### src/rtl/not_16.sv
// -----------------------------------------------------------------------------
// not_16 -- bitwise inverter, the NOT element of the CPU gate library.
//
// Provides the complement of an operand on two paths:
//   * out   : combinational ~in, zero latency, independent of clk/rst/en.
//   * out_q : registered ~in, captured on a rising clk edge while en=1,
//             for datapaths that want the negated operand pipelined.
//
// Parameters
//   WIDTH    data width in bits (the CPU uses 16)
//   RST_VAL  value out_q takes while rst is asserted
//
// Ports
//   clk        in   1      system clock, rising edge active
//   rst        in   1      asynchronous reset, active-high
//   in         in   WIDTH  operand to invert
//   en         in   1      capture enable for the output register
//   out        out  WIDTH  combinational result, ~in
//   out_q      out  WIDTH  registered result
//   out_valid  out  1      high when out_q holds a captured result
//
// Valid semantics: out_valid is a level, not a handshake. It drops while rst
// is high and rises on the first enabled edge after reset; from then on out_q
// always holds the complement of the operand seen at the most recent edge
// with en=1. There is no ready input: the register never stalls, en alone
// decides whether an edge captures.
// -----------------------------------------------------------------------------
module not_16 #(
    parameter int unsigned       WIDTH   = 16,
    parameter logic [WIDTH-1:0]  RST_VAL = '0
) (
    input  logic             clk,
    input  logic             rst,
    input  logic [WIDTH-1:0] in,
    input  logic             en,
    output logic [WIDTH-1:0] out,
    output logic [WIDTH-1:0] out_q,
    output logic             out_valid
);

    // Combinational path. Reset and enable deliberately play no part here so
    // the ALU sees the negated operand in the same cycle it is presented.
    logic [WIDTH-1:0] inv;

    assign inv = ~in;
    assign out = inv;

    // Registered path. Reset is asynchronous so out_q/out_valid clear the
    // moment rst rises, without waiting for a clock edge. The register is
    // loaded from the same inverted value as the combinational output, so
    // both paths always agree on the function.
    always_ff @(posedge clk or posedge rst) begin
        if (rst) begin
            out_q     <= RST_VAL;
            out_valid <= 1'b0;
        end else if (en) begin
            out_q     <= inv;
            out_valid <= 1'b1;
        end
    end

endmodule

### config.mk
export PLATFORM = sky130hd
export DESIGN_NAME = not_16
export DESIGN_NICKNAME = d
export VERILOG_FILES = /design/src/rtl/not_16.sv
export SDC_FILE = /design/constraint.sdc
export NUM_CORES = 1
export LEC_CHECK = 0
export ABC_AREA = 1
export ABC_CLOCK_PERIOD_IN_PS = 800
export CAP_MARGIN = 5
export CORE_ASPECT_RATIO = 0.6
export CORE_MARGIN = 1.5
export CORE_UTILIZATION = 27
export CTS_BUF_LIST = sky130_fd_sc_hd__clkbuf_8
export CTS_CLUSTER_DIAMETER = 60
export CTS_CLUSTER_SIZE = 24
export DETAILED_ROUTE_END_ITERATION = 10
export PLACE_DENSITY_LB_ADDON = 0.15
export SYNTH_ARGS = -nofsm -noshare
export SYNTH_HDL_FRONTEND = slang
export SYNTH_SLANG_ARGS = --single-unit
### constraint.sdc
create_clock -name clk -period 0.8 [get_ports clk]
set_clock_uncertainty 0.15 [all_clocks]
set_input_delay 0.08 -clock clk [delete_from_list [all_inputs] [get_ports clk]]
set_output_delay 0.08 -clock clk [all_outputs]
set_load 0.02 [all_outputs]
# ---- After elaboration in Yosys (flattened, before gate mapping)
# Index checks and enable logic that the tools add are counted.
dict set report totals {
  ff_bits 17
  out_inout_bits 33
  elab_cells 3
}
dict set report classes {
  n_bitwise 1
}
# cell n
set ops {}
lappend ops {{16-bit NOT} 1}

# ---- Depth between registers and ports, before layout
dict set report depth {
  depth_word 1
  mapped_depth 5
  depth_no_buf 3
}

# ---- Worst setup path after synthesis
# Ideal clock, no wire load.
dict set report synth_timing {
  kind {reg2reg}
  start {register out_valid (netlist name)}
  end {register out_valid}
  setup_ps 124
  t_arrival_ps 645
  required_ps 526
  path_slack_ps -119
  stages_incl_launch_ff 2
  path_buffers 0
  period_less_slack_ps 919
  path_cell_list {dfrtp_1 or2_1}
}
# item line
set synth_rtl {}
lappend synth_rtl {{end signal: assignment} 55} ;# out_valid <= 1'b0;
lappend synth_rtl {{end signal: assignment} 58} ;# out_valid <= 1'b1;
lappend synth_rtl {{end: declaration} 38} ;# output logic out_valid

# ---- Worst setup path after layout
dict set report layout_timing {
  start {register out_q[10]}
  end {output out_q[10]}
}
# item line
set layout_rtl {}
lappend layout_rtl {{start: declaration} 37} ;# output logic [WIDTH-1:0] out_q,
lappend layout_rtl {{start signal: assignment} 57} ;# out_q <= inv;
# No word-level cell between the ends.

==> results.yml <==
floorplan:
  die_x_um: 70.6
  top_level_ports: 52
  design.die.area_um2: 3070
  fp.coreArea_um2: 2560
  start_util_pct: 28.9
  rows: 14
  chipHeight_um: 43.5
routing:
  met2_length_um: 972
  wirelength_met1_um: 798
  drt_wl_total_mm: 1.91
  vias: 779
  detail_route.first_pass.iterations: 3
  maxUsedRoutingLayer: "met3"
  dr_wl_met3_um: 139
  routed_wire_length_per_instance_um: 9.75
  remaining_drc_errors: 0
  drt_first_iter_violations: 25
  vias_per_cell: 3.97
  ant_nets: 0
critical_path:
  crit_path_max_incr_delay_ns: 0.41
  cp-start-kind: "flip-flop"
  rrSetupSlack_ns: -0.18
  worst_setup_path_end_kind: "output port"
  critPathSlowestCell: "dfrtp_2"
  cp.arrival_ns: 0.79
  critical-path-top-delay-family: "flip-flops"
  cp_cell_sequence: "buf_6"
  criticalPathCategory: "reg2out"
  timing.rr.end: "out_q[5]$_DFFE_PP0P_"
  critPathMaxFanout: 2
  worstRegToRegCells: 4
  crit_required_ns: 0.57
  r2r_start: "out_q[5]$_DFFE_PP0P_"
  count_of_buffer_and_inverter_cells_on_the_critical_path: 1
outcome:
  run_status: "complete, but fails checks"
  violations_in_the_final_reports: "negative hold slack, negative setup slack"
yosys:
  synth-edff-count: 0
  synth.cell_area_um2: 739
  synth_top_cells_by_area: "dfrtp_1 58%, nand2_1 22%, inv_1 8.6%"
  post-synth-top-count-cell: "nand2_1"
  async_flop_share_pct: 100
  syn_inst_count: 87
  synth.yosys.seq_area_share_pct: 57.5
  ys_types: 8
  yosysWarnings: 0
  syn-num-nets: 106
  synth_top_area_cell: "dfrtp_1"
  avgSynthCellArea_um2: 8.50
  post-synth-top-area-fraction_pct: 57.5
  post_synth_most_frequent_cells: "43 x nand2_1, 17 x dfrtp_1, 17 x inv_1"
  postSynthRegisterBits: 17
  ys.flop_type: "dfrtp_1"
power:
  cellLeakagePower_nw: 0.859
  power_frac_clock_pct: 25.5
  combinationalPowerShare_pct: 32.1
  seqPwrFrac_pct: 42.3
  vdd_ir_drop_max_uv: 941
  power.density_nw_per_um2: 1510
  internal-power_mw: 1.69
  total_switching_power_uw: 663
  switch_share_pct: 28.1
run:
  max_cap_violations: 0
global_route:
  vias_in_the_first_global_route: 766
  grt_start_max_net_pins: 18
  grt_antenna_before_repair: 0
  grt_pass1_wl_mm: 3.16
  grt_usage_pct: 13.3
  grt-ovfl-total: 0
sta:
  worst_hold_slack_ns: -0.00324
  fin_tns_setup_ns: -4.11
  timing.fmax_mhz: 982
  finalWorstSetupSlack_ns: -0.218
  worst_slew_pin_slew_ns: 0.122
  slew_headroom_pct: 91.9
  slew_viol_final: 0
  min_period_ns: 1.02
  final.period_utilization_pct: 127
  setup_viol: 23
  finalHoldViolations: 8
  rsz0062_at_grt: "true"
placement:
  detailedPlacementHpwl_mm: 1.50
  post_dp_cell_area_um2: 1450
  port_buffers: 51
  place_congestion: 0.727
final_layout:
  final_layout_size_suffix_gt1_share_pct: 61.0
  layout.nets: 184
  diodes: 0
  area_growth_pct: 111
  finalInstanceArea_um2: 1560
  num-fill-cells: 239
clock_tree:
  clock_tree.root_cell: "clkbuf_8"
  numClockSinks: 17
  clock_tree_from_tritoncts: "done"
  clk_latency_ns: 0.24
  worst_setup_hold_path_clk_slew_ns: 0.06
  cts_inserted_buffers: 3
  htree_num_levels: 1
  cts-root-to-sink-buffers: 2
hold_path:
  hp-class: "in2async"
## cell type report
cell class,count,area (um2),area share [%]
tap,32,40.0,2.56
sequential,17,445,28.5
clock buffer,3,41.3,2.64
inverter,18,80.1,5.13
clock inverter,1,3.75,0.240
multi-input combinational,49,201,12.9
timing repair buffer,76,749,48.0
## flip-flops by register name, summed over array words and instances, names as in the netlist
signal     count
out_q         16
out_valid      1
## worst reg2reg max path, delay by kind of cell (launching register included)
family	cells	cell delay, ns
DFF	1	0.41
buffers and inverters	2	0.23
and+or+nand+nor	2	0.09
## how the worst max path moves through the flow
stage               slack (ns)               endpoint  depth (start not counted)                  start
floorplan                -0.12  out_valid$_DFFE_PP0P_                          1  out_valid$_DFFE_PP0P_
global placement         -0.57                out[11]                          3                 in[11]
detailed placement       -0.60                 out[1]                          3                  in[1]
CTS                      -0.23              out_q[14]                          1  out_q[14]$_DFFE_PP0P_
global route             -0.25              out_q[15]                          1  out_q[15]$_DFFE_PP0P_
finish                   -0.22              out_q[10]                          1  out_q[10]$_DFFE_PP0P_
## layer usage
metal	vias up	global-route usage (%)
met5	-	0
met4	0	2.26
met3	0	6.05
met2	27	24.7
met1	354	14.5
li1	398	-
## placed cells by master (no fill, tap or decap)
cell type,n
inv_2,16
dlygate4sd2_1,17
clkbuf_8,3
inv_12,1
inv_1,2
nand2_2,6
dfrtp_2,16
dfrtp_1,1
buf_12,1
buf_6,38
buf_4,19
nand2_1,42
clkdlybuf4s50_1,1
or2_1,1
## metrics by stage
stage                     utilization, %  hold WS (ns)  power [mW]  instances  worst slack, ns
after floorplan                        -        -0.145        1.29         87           -0.119
after global placement              56.8         0.261        1.71        190           -0.574
after detailed placement            56.8         0.257        1.72        190           -0.598
after CTS                           60.4      -0.00470        2.39        195           -0.232
after global routing                61.1        0.0123        2.48        196           -0.246
final                               61.1      -0.00324        2.36        196           -0.218
## cell families after synthesis
group	after synthesis	synth area share, %
and+or+nand+nor	49	26.9
buffers and inverters	21	15.6
DFF	17	57.5
## power groups by stage
stage	clock network [mW]	logic, mW	registers [mW]
after floorplan	0	0.200	1.09
after global placement	0	0.717	0.994
after detailed placement	0	0.727	0.997
after CTS	0.637	0.755	0.999
after global routing	0.662	0.816	1.01
final	0.602	0.758	0.999
## repair_timing
item	4_1_cts	5_1_grt
endpoints found under the setup margin	50	26
hold endpoints to repair	17	0
setup buffers	1	2
resized for setup	236	4
cloned	0	0
Power figures use the tool's default switching activity.
